--- config.mk ---
export PLATFORM = sky130hd
export DESIGN_NAME = uart_image_loader_flat
export DESIGN_NICKNAME = d
export VERILOG_FILES = /design/src/rtl/uart_image_loader_pkg.sv /design/src/rtl/uart_image_loader_if.sv /design/src/rtl/uart_image_loader.sv /design/src/flat_wrapper.sv
export SDC_FILE = /design/constraint.sdc
export NUM_CORES = 1
export LEC_CHECK = 0
export CAP_MARGIN = 20
export CORE_ASPECT_RATIO = 1.5
export CORE_UTILIZATION = 41
export CTS_BUF_LIST = sky130_fd_sc_hd__clkbuf_8
export DETAILED_ROUTE_END_ITERATION = 6
export GPL_ROUTABILITY_DRIVEN = 0
export PLACE_DENSITY = 0.73
export SYNTH_ARGS = -nofsm -noshare
export SYNTH_HDL_FRONTEND = slang
export SYNTH_SLANG_ARGS = --single-unit
--- constraint.sdc ---
create_clock -name clk_50m -period 2.23 [get_ports clk_50m]
set_input_delay 0.446 -clock clk_50m [delete_from_list [all_inputs] [get_ports clk_50m]]
set_output_delay 0.446 -clock clk_50m [all_outputs]
set_load 0.05 [all_outputs]
--- src/rtl/uart_image_loader_pkg.sv ---
// Package uart_loader_pkg: shared types and constants for the UART image loader.
//   loader_state_e : FSM state encoding (IDLE, WAIT, WRITE, CHECK, DONE)
//   PAD_BYTE       : upper byte used to zero-extend each pixel to a 16-bit word
`timescale 1ns/1ps
package uart_loader_pkg;

   typedef enum logic [2:0] {
      IDLE,
      WAIT,
      WRITE,
      CHECK,
      DONE
   } loader_state_e;

   localparam logic [7:0] PAD_BYTE = 8'h00;

endpackage

--- src/rtl/uart_image_loader_if.sv ---
// Interface uart_image_loader_if: receive handshake plus memory write bus.
//   rx_ready     : receiver holds a byte (level until cleared)
//   rx_data      : receiver word, only [7:0] carries the byte
//   rx_ready_clr : one-cycle pulse clearing rx_ready
//   mem_we       : memory write strobe
//   mem_addr     : write address (ADDR_W bits)
//   mem_wdata    : write data, zero-extended byte
// Modports: master = loader side, slave = receiver/memory side.
`timescale 1ns/1ps
interface uart_image_loader_if #(
   parameter int unsigned ADDR_W = 16
);

   logic              rx_ready;
   logic [15:0]       rx_data;
   logic              rx_ready_clr;
   logic              mem_we;
   logic [ADDR_W-1:0] mem_addr;
   logic [15:0]       mem_wdata;

   modport master (
      input  rx_ready, rx_data,
      output rx_ready_clr, mem_we, mem_addr, mem_wdata
   );

   modport slave (
      output rx_ready, rx_data,
      input  rx_ready_clr, mem_we, mem_addr, mem_wdata
   );

endinterface

--- src/rtl/uart_image_loader.sv ---
// Module uart_image_loader: drains received UART bytes and writes them as
// zero-extended 16-bit words to consecutive addresses from BASE_ADDR.
// One start pulse loads IMG_BYTES bytes; busy/done report progress.
// Ports:
//   clk_50m  : system clock (rising edge)
//   rst_n    : asynchronous active-low reset
//   start    : one-cycle load request, ignored unless idle
//   bus      : uart_image_loader_if.master (rx handshake + memory write)
//   busy     : load in progress
//   done     : load complete, held until the next accepted start
//   csum_err : trailer checksum mismatch, held with done
// Optional feature macro: LOADER_CHECKSUM_EN (trailer byte checked against
// the mod-256 sum of the payload; without it csum_err is constant 0).
`timescale 1ns/1ps
module uart_image_loader
   import uart_loader_pkg::*;
#(
   parameter int unsigned       ADDR_W    = 16,
   parameter logic [ADDR_W-1:0] BASE_ADDR = '0,
   parameter int unsigned       IMG_BYTES = 65536
) (
   input  logic                       clk_50m,
   input  logic                       rst_n,
   input  logic                       start,
   uart_image_loader_if.master        bus,
   output logic                       busy,
   output logic                       done,
   output logic                       csum_err
);

   localparam int unsigned      CNT_W    = $clog2(IMG_BYTES + 1);
   localparam logic [CNT_W-1:0] LAST_CNT = CNT_W'(IMG_BYTES - 1);

   loader_state_e    state_q, state_d;
   logic [CNT_W-1:0] count_q, count_d;
   logic [7:0]       byte_q,  byte_d;
   logic             busy_q,  busy_d;
   logic             done_q,  done_d;

   logic [ADDR_W-1:0] wr_addr;
   logic              in_write;
   logic [7:0]        unused_rx_hi;

   assign unused_rx_hi = bus.rx_data[15:8];
   assign wr_addr      = BASE_ADDR + ADDR_W'(count_q);
   assign in_write     = (state_q == WRITE);

`ifdef LOADER_CHECKSUM_EN
   logic [7:0] sum_q,  sum_d;
   logic       csum_q, csum_d;
   // The trailer clear is registered so no path exists from rx_ready to outputs.
   logic       tclr_q, tclr_d;
`endif

   always_ff @(posedge clk_50m or negedge rst_n) begin
      if (!rst_n) begin
         state_q <= IDLE;
         count_q <= '0;
         byte_q  <= '0;
         busy_q  <= 1'b0;
         done_q  <= 1'b0;
`ifdef LOADER_CHECKSUM_EN
         sum_q   <= '0;
         csum_q  <= 1'b0;
         tclr_q  <= 1'b0;
`endif
      end else begin
         state_q <= state_d;
         count_q <= count_d;
         byte_q  <= byte_d;
         busy_q  <= busy_d;
         done_q  <= done_d;
`ifdef LOADER_CHECKSUM_EN
         sum_q   <= sum_d;
         csum_q  <= csum_d;
         tclr_q  <= tclr_d;
`endif
      end
   end

   always_comb begin
      state_d = state_q;
      count_d = count_q;
      byte_d  = byte_q;
      busy_d  = busy_q;
      done_d  = done_q;
`ifdef LOADER_CHECKSUM_EN
      sum_d   = sum_q;
      csum_d  = csum_q;
      tclr_d  = 1'b0;
`endif
      case (state_q)
         IDLE: begin
            if (start) begin
               state_d = WAIT;
               count_d = '0;
               done_d  = 1'b0;
               busy_d  = 1'b1;
`ifdef LOADER_CHECKSUM_EN
               sum_d   = '0;
               csum_d  = 1'b0;
`endif
            end
         end
         WAIT: begin
            if (bus.rx_ready) begin
               byte_d  = bus.rx_data[7:0];
               state_d = WRITE;
            end
         end
         WRITE: begin
            count_d = count_q + 1'b1;
`ifdef LOADER_CHECKSUM_EN
            sum_d   = sum_q + byte_q;
            state_d = (count_q == LAST_CNT) ? CHECK : WAIT;
`else
            state_d = (count_q == LAST_CNT) ? DONE : WAIT;
`endif
         end
`ifdef LOADER_CHECKSUM_EN
         CHECK: begin
            if (bus.rx_ready) begin
               tclr_d  = 1'b1;
               csum_d  = (bus.rx_data[7:0] != sum_q);
               state_d = DONE;
            end
         end
`endif
         DONE: begin
            busy_d  = 1'b0;
            done_d  = 1'b1;
            state_d = IDLE;
         end
         default: state_d = IDLE;
      endcase
   end

   assign bus.mem_we    = in_write;
   assign bus.mem_addr  = in_write ? wr_addr : '0;
   assign bus.mem_wdata = in_write ? {PAD_BYTE, byte_q} : '0;
   assign busy          = busy_q;
   assign done          = done_q;

`ifdef LOADER_CHECKSUM_EN
   assign bus.rx_ready_clr = in_write | tclr_q;
   assign csum_err         = csum_q;
`else
   assign bus.rx_ready_clr = in_write;
   assign csum_err         = 1'b0;
`endif

endmodule

--- src/flat_wrapper.sv ---
// flat-port wrapper written by rule: the top's interface ports become plain ports
module uart_image_loader_flat import uart_loader_pkg::*;
#(
   parameter int unsigned       ADDR_W    = 16,
   parameter logic [ADDR_W-1:0] BASE_ADDR = '0,
   parameter int unsigned       IMG_BYTES = 65536
)
  (clk_50m, rst_n, start, busy, done, csum_err, bus_rx_ready, bus_rx_data, bus_rx_ready_clr, bus_mem_we, bus_mem_addr, bus_mem_wdata);
  uart_image_loader_if #(.ADDR_W(ADDR_W)) bus_i ();
  input  logic clk_50m;
  input  logic rst_n;
  input  logic start;
  output logic busy;
  output logic done;
  output logic csum_err;
  input wire logic [$bits(bus_i.rx_ready)-1:0] bus_rx_ready;
  input wire logic [$bits(bus_i.rx_data)-1:0] bus_rx_data;
  output wire logic [$bits(bus_i.rx_ready_clr)-1:0] bus_rx_ready_clr;
  output wire logic [$bits(bus_i.mem_we)-1:0] bus_mem_we;
  output wire logic [$bits(bus_i.mem_addr)-1:0] bus_mem_addr;
  output wire logic [$bits(bus_i.mem_wdata)-1:0] bus_mem_wdata;
  assign bus_i.rx_ready = bus_rx_ready;
  assign bus_i.rx_data = bus_rx_data;
  assign bus_rx_ready_clr = bus_i.rx_ready_clr;
  assign bus_mem_we = bus_i.mem_we;
  assign bus_mem_addr = bus_i.mem_addr;
  assign bus_mem_wdata = bus_i.mem_wdata;
  uart_image_loader #(.ADDR_W(ADDR_W), .BASE_ADDR(BASE_ADDR), .IMG_BYTES(IMG_BYTES)) u_core (.clk_50m(clk_50m), .rst_n(rst_n), .start(start), .bus(bus_i), .busy(busy), .done(done), .csum_err(csum_err));
endmodule
### After elaboration in Yosys (flattened, before gate mapping)

Cells that the tools add are included.

| word-level totals | value |
|---|---|
| word-level logic and storage cells | 31 |
| output and inout bits | 37 |
| input bits | 20 |
| flip-flop bits (word level) | 30 |

| cells by class | value |
|---|---|
| add/sub/neg operators | 1 |
| muxes and demuxes | 12 |
| equality and inequality tests | 6 |
| reductions and logical operators | 7 |

Operator list:

| kind | number |
|---|---|
| $pmux W17 S2 | 1 |
| $add A17 B1 Y17 const B | 1 |
| $eq A17 B16 Y1 const B | 1 |
| $mux W17 | 1 |
| $mux W16 | 1 |
| $mux W3 | 3 |
| $pmux W3 S3 | 1 |
| $mux W8 | 1 |
| $reduce_and A2 Y1 | 4 |
| $ne A2 B2 Y1 const B | 2 |
| $pmux W1 S2 | 2 |
| $reduce_bool A2 Y1 | 2 |
| $eq A3 B1 Y1 const B | 1 |
| $eq A3 B2 Y1 const B | 1 |
| $eq A3 B3 Y1 const B | 1 |
| $logic_not A3 Y1 | 1 |
| $mux W1 | 2 |

### Logic depth before layout (Yosys ltp)

Gate-level depths: netlist of run 1.

| depth | value |
|---|---|
| word-level depth | 3 |
| gate-level depth with buffers | 10 |
| depth with buffers taken out | 9 |

### Least setup slack after synthesis of run 1

OpenSTA, ideal clock, no wires.

| timing | value |
|---|---|
| path kind | flip-flop to output port |
| from | register u_core.state_q[2] |
| to | output port bus_mem_addr[11] |
| arrival time | 1.774 ns |
| buffers on the path | 2 |
| required time | 1.784 ns |
| stages on the path, launching flop included | 6 |
| path slack | 0.010 ns |
| cell sequence | dfrtp_1 > or3b_1 > buf_6 > clkinv_2 > buf_2 > and2_1 |

| between the ends | value |
|---|---|
| cells in the longest elaborated chain, start to end | 2 |

Ends and longest elaborated chain:

| item | line | source |
|---|---|---|
| from (decl) | uart_image_loader.sv:34 | `loader_state_e state_q, state_d;` |
| from (signal assigned) | uart_image_loader.sv:68 | `state_q <= state_d;` |
| $eq A3 B2 Y1 | uart_image_loader.sv:46 | `assign in_write = (state_q == WRITE);` |
| via bus_mem_we | flat_wrapper.sv:19 | `output wire logic [$bits(bus_i.mem_we)-1:0] bus_mem_we;` |
| $mux W16 | uart_image_loader.sv:139 | `assign bus.mem_addr = in_write ? wr_addr : '0;` |
| to (decl) | flat_wrapper.sv:20 | `output wire logic [$bits(bus_i.mem_addr)-1:0] bus_mem_addr;` |

The timed path passes the listed nets, and every way through them passes these cells.

### Worst setup path after layout of run 1

| timing | value |
|---|---|
| from | register u_core.state_q[0] |
| to | output port bus_mem_wdata[2] |

| between the ends | value |
|---|---|
| cells in the longest elaborated chain, start to end | 2 |

Ends and longest elaborated chain:

| item | line | source |
|---|---|---|
| $eq A3 B2 Y1 | uart_image_loader.sv:46 |  |
| $mux W8 | uart_image_loader.sv:140 | `assign bus.mem_wdata = in_write ? {PAD_BYTE, byte_q} : '0;` |
| to (decl) | flat_wrapper.sv:21 | `output wire logic [$bits(bus_i.mem_wdata)-1:0] bus_mem_wdata;` |

No other way between the ends.

==> results of run 1 <==
==> placed cells by master (no fill, tap or decap), drive strengths merged, types with 2 or more instances in the layout <==
cell type       n
o31ai           4
dfrtp          30
nor2           10
nor3            2
a31oi           4
clkdlybuf4s50  13
ha              2
inv             5
o211ai          4
mux2            8
and3            3
conb            9
bufinv          2
nand2           8
nand4           6
clkbuf          6
nand2b          2
nand3           5
a21oi           7
o21ai          16
or3             2
buf            35
and2           23
==> report_power, final <==
part	switching, uW	leakage (uW)	internal (uW)
clock network	210	0.0000714	476
registers	67.7	0.000392	651
logic	414	0.000582	312
==> cells in the mapped netlist <==
cell type and n:
a21oi_1 7, a22o_2 1, a31oi_1 4, and2_1 21, and2_2 1, and2_4 1, and3_1 3, and4_1 1
and4bb_2 1, buf_2 3, buf_4 10, buf_6 4, clkbuf_1 3, clkbuf_2 1, clkinv_2 1, conb_1 1
dfrtp_1 30, ha_1 2, inv_1 5, mux2_2 8, mux2i_1 1, nand2_1 8, nand2b_1 2, nand3_1 5
nand4_1 4, nand4_2 1, nand4_4 1, nor2_1 10, nor3_1 1, nor3_2 1, nor3b_1 1, o211ai_1 4
o21ai_0 1, o21ai_1 15, o31ai_1 4, or3_1 2, or3b_1 1, or4b_1 1, xnor2_1 1
==> critical path, delay by kind of cell, from the launching register on <==
kind                   cells  cell delay (ps)
buffers and inverters      3              470
DFF                        1              430
and+or+nand+nor            2              530
==> cells by family after synthesis <==
| group | synth area share [%] |
|---|---|
| AOI/OAI and AO/OA | 12.5 |
| xor gates and xnor gates | 0.522 |
| adders and majority gates | 1.49 |
| buffers and inverters | 10.4 |
| DFF | 44.7 |
| muxes | 5.96 |
| other | 0.223 |
| and+or+nand+nor | 24.1 |
==> state kept, by name (all words and copies together), names as in the netlist <==
name,count
u_core.busy,1
u_core.byte_q,8
u_core.state_q,3
u_core.done,1
u_core.count_q,17
==> metrics by stage <==
stage          setup TNS [ps]  instances  util (%)
6_report                    0        260      58.8
5_1_grt                 -10.7        260      58.8
4_1_cts                     0        260      57.9
3_5_place_dp                0        251      53.8
3_3_place_gp                0        251      53.8
2_1_floorplan               0        180         -
==> area by class of cell <==
type,instances,area [um2]
fill,326,1620
multi-input combinational,123,788
sequential,30,752
timing repair buffer,48,539
clock buffer,6,82.6
clock inverter,2,60.1
tap,45,56.3
inverter,6,27.5
==> path summary, 6_finish.rpt <==
path | startpoint | endpoint | slack (ps) | depth (start not counted)
min in group asynchronous | rst_n | u_core.done | 550 | 2
min reg2reg | u_core.count_q[14] | u_core.count_q[14] | 480 | 1
max reg2reg | u_core.count_q[4] | u_core.state_q[0] | 540 | 8
min | u_core.count_q[14] | u_core.count_q[14] | 480 | 1
max in group asynchronous | rst_n | u_core.state_q[0] | 1390 | 2
max | u_core.state_q[0] | bus_mem_wdata[2] | 70 | 5
==> layer usage <==
| layer | vias to the layer above | wire length (um) | share of wire (%) | track usage [%] |
|---|---|---|---|---|
| li1 | 659 | - | - | - |
| met1 | 633 | 1320 | 39 | 18.1 |
| met2 | 42 | 1760 | 52 | 31.5 |
| met3 | 7 | 212 | 6.3 | 7.20 |
| met4 | 0 | 67 | 2.0 | 8.46 |
| met5 | - | 0 | 0 | 0 |
==> what timing repair did <==
action | 4_1_cts | 5_1_grt
buffers inserted | 1 | 0
setup endpoints to repair | 16 | 15
gates resized for setup | 3 | 10
endpoints found under the hold margin | 0 | 0
pin swaps | 0 | 0
==> flow_summary.ini, run 1 <==
[run_status]
status = finished clean

[global_route]
grt_max_degree = 31
grt_overflow = 0
grt_pass1_vias = 1270
antenna_found_initial = 0
grtUsageTotal_pct = 18.2
grt_pass1_wl_mm = 5.58

[critical_path]
crit_required_ps = 1780
cpMaxStageDelayCell = dfrtp_2
cp-start-kind = flip-flop
crit_chain = or3b_4 > clkinv_4 > buf_4 > and2_1 > buf_4
end_kind = output pin
critPathKind = flip-flop to output pin
crit_path_max_fanout = 10
crit_arrival_ps = 1720
cp_common_cell = buf_4
max_stage_delay_ps = 430

[synth]
synth.distinct_cells = 39
synth_seq_cells = 30
synth_warnings = 0
synth_area_um2 = 1680
synth_top_area_cell = dfrtp_1
avgSynthCellArea_um2 = 9.76
synth_cells = 172
post-synth-top-area-fraction_pct = 44.7
ys_seq_area_share_pct = 44.7
synthTopCellsByArea = dfrtp_1, and2_1, mux2_2, buf_4, o21ai_1

[pwr]
powerDensity_nw_per_um2 = 924
power.leakage_uw = 0.00105
vdd_drop_max_mv = 0.578
total_power_uw = 2130

[route]
via_per_inst = 5.16
drtPass1Iterations = 4
ant_nets = 0
wl_per_cell_um = 13.0
drc = 0
drtIter0Drc = 45
routed_wl_mm = 3.37
vias = 1341

[final_layout]
final_layout_size_suffix_gt1_share_pct = 28.8
synthToLayoutAreaGrowth_pct = 37.3
fin_nets = 236
n_antenna_cell = 0
stdcell_area_um2 = 2310

[sta]
setup_slack_ps = 65.5
whs_ps = 480
clock.fmax_mhz = 462
period_minus_slack_ps = 2160
post-route-period-util_pct = 97.1
hold_violations = 0
skew_ps = 4.53
rsz0062_at_grt = true
final_max_slew_viol_count = 0
final-setup-viol-count = 0

[clocking]
cts-root-buf = clkbuf_8
cts_buffers = 5
postCtsHoldBufs = 0
cts_max_path_buffers = 2
clock_sinks = 30
clkTransAtPathRegs_ps = 70
cts_tree = built
clk_latency_ps = 280
htreeDepth = 2

[place]
dp_hpwl_mm = 2.39
port_buffers = 39
dpl_cell_area_um2 = 2110
dp_slack_ps = 220

[floorplan]
core_area_um2 = 3920
start_util_pct = 42.8
die_height_um = 80.4
io_pins = 57
rows = 28
die_w_um = 54.3
die-area_um2 = 4360

[hold_path]
min_path_type = flip-flop to flip-flop

[flow_run]
cap_violations = 0
Note: power is estimated with default switching activity, not from simulation.
==> run 2, diff against run 1 <==
- HOLD_SLACK_MARGIN: default -> 0.08
==> results of run 2 <==
Final layout, timing and power as in run 1 (identical DEF).
==> run 3, diff against run 2 <==
- CAP_MARGIN: 20 -> 10
- CORE_MARGIN: default -> 1.5
- CTS_CLUSTER_SIZE: default -> 25
==> run 3 against run 2 <==
Clock power down 37%; sequential cell count stayed put; largest power group unchanged; combinational power is 0.7% higher; first-iteration DRC count fell by 40%; critical endpoint is now bus_mem_wdata[7]; core utilization fell by 1.1 points; non-clock buffer count rose by 5; register-to-register slack better by 30 ps; global-route usage decreased by 3.0 points; largest cell class unchanged; critical path depth unchanged; cell count increased by 1.9%.
==> flow_summary.ini, run 3 (synthesis results as in run 1) <==
[floorplan]
rows = 28
io_pins = 57
die_w_um = 55.3
core_area_um2 = 3920
die-area_um2 = 4500
start_util_pct = 42.8
die_height_um = 81.4

[hold_path]
min_path_type = flip-flop to flip-flop
hold_path.startpoint = u_core.count_q[14]

[clocking]
cts_max_path_buffers = 2
cts_buffers = 5
clk_latency_ps = 280
clock_sinks = 30
clkTransAtPathRegs_ps = 60
cts-root-buf = clkbuf_8
htreeDepth = 2
postCtsHoldBufs = 0
cts_tree = built

[route]
via_per_inst = 5.18
routed_wl_mm = 3.22
wl_per_cell_um = 12.2
vias = 1372
drc = 0
ant_nets = 0
drtPass1Iterations = 4
drtIter0Drc = 27

[flow_run]
cap_violations = 0

[sta]
tns_ps = 0
skew_ps = 3.84
clock.fmax_mhz = 468
final-setup-viol-count = 0
hold_violations = 0
rsz0062_at_grt = false
setup_slack_ps = 93.8
post-route-period-util_pct = 95.8
period_minus_slack_ps = 2140
final_max_slew_viol_count = 0

[critical_path]
crit_required_ps = 1780
cp-start-kind = flip-flop
crit_chain = or3b_4 > clkinv_4 > buf_4 > and2_1 > buf_4
critPathKind = flip-flop to output pin
crit_arrival_ps = 1690
crit_family = simple AND/OR/NAND/NOR gates
startpoint = u_core.state_q[0]
cp_common_cell = buf_4
crit_path_max_fanout = 11
critPathBufInv = 3
reg2reg_from = u_core.count_q[0]
max_stage_delay_ps = 410
cpMaxStageDelayCell = dfrtp_1
end_kind = output pin

[pwr]
total_power_uw = 1880
power.leakage_uw = 0.00105
vdd_drop_max_mv = 0.524
powerDensity_nw_per_um2 = 830

[final_layout]
top_regs = u_core.count_q x17, u_core.byte_q x8, u_core.state_q x3
fillers = 356
fin_nets = 241
layout_common_cells = dfrtp_1, buf_4, and2_1, o21ai_1, clkdlybuf4s50_1
largest_register_ffs = 17
synthToLayoutAreaGrowth_pct = 34.9
utilization_pct = 57.7
final_layout_size_suffix_gt1_share_pct = 29.1
instances_no_fill = 265
largest_register = u_core.count_q
n_antenna_cell = 0
final_common_cell = dfrtp_1

[global_route]
grtUsageTotal_pct = 15.2
grt_pass1_wl_mm = 5.40
grt_overflow = 0
grt_pass1_vias = 1235
antenna_found_initial = 0
grt_max_degree = 31

[run_status]
status = finished clean

[place]
dp.cells = 255
port_buffers = 39
dp_slack_ps = 250
dp_hpwl_mm = 2.33
==> run 3: cell types whose count changed in the layout (fill, tap and decap cells not counted), sizes merged <==
cell / previous run / this run
buf: 35 / 40
bufinv: 2 / 0
inv: 5 / 6
clkinv: 1 / 2
==> run 3: path summary, 6_finish.rpt <==
check / cells past startpoint / slack (ps) / endpoint
max: 5 / 90 / bus_mem_wdata[7]
min: 1 / 490 / u_core.count_q[14]
max reg2reg: 9 / 570 / u_core.state_q[0]
min reg2reg: 1 / 490 / u_core.count_q[14]
max in group asynchronous: 2 / 1400 / u_core.byte_q[5]
min in group asynchronous: 2 / 550 / u_core.busy
==> run 3: routing by layer <==
metal  wire length [um]  vias to the layer above  global-route usage (%)
met2               1700                       40                    27.6
met4                 49                        0                    5.85
li1                   -                      671                       -
met1               1290                      656                    16.9
met3                181                        5                    3.98
met5                  0                        -                       0
==> run 3: worst register-to-register path, stage by stage, from the launching register on <==
cell,delay (ps)
dfrtp_1,450
ha_1,260
and3_1,190
nand4_1,100
nor2_1,50
ha_1,180
nand2b_1,140
a21oi_1,120
nor2_1,50
nor2_1,80
==> run 3: area by class of cell <==
class / instances / area, um2 / share of cell area (%)
inverters: 6 / 27.5 / 1.22
repair buffers: 53 / 553 / 24.4
clock inverters: 2 / 8.76 / 0.387
clock buffers: 6 / 82.6 / 3.65
multi-input cells: 123 / 786 / 34.7
well taps: 45 / 56.3 / 2.49
flip-flops and latches: 30 / 751 / 33.1
==> run 3: stage by stage <==
| stage | instance area [um2] | hold WS (ps) |
|---|---|---|
| floorplan | 1710 | 150 |
| global placement | 2130 | 466 |
| detailed placement | 2130 | 472 |
| CTS | 2230 | 483 |
| global route | 2260 | 503 |
| finish | 2260 | 486 |
==> run 3: timing repair <==
| item | CTS | global route |
|---|---|---|
| hold endpoints to repair | 0 | 0 |
| gates resized for setup | 2 | 6 |
| endpoints found under the setup margin | 15 | 16 |
| setup buffers | 0 | 2 |
| pin swaps | 0 | 0 |
==> run 3: report_power, final <==
group | internal, uW | switching (uW)
clock network | 244 | 191
logic | 322 | 409
registers | 650 | 64.8
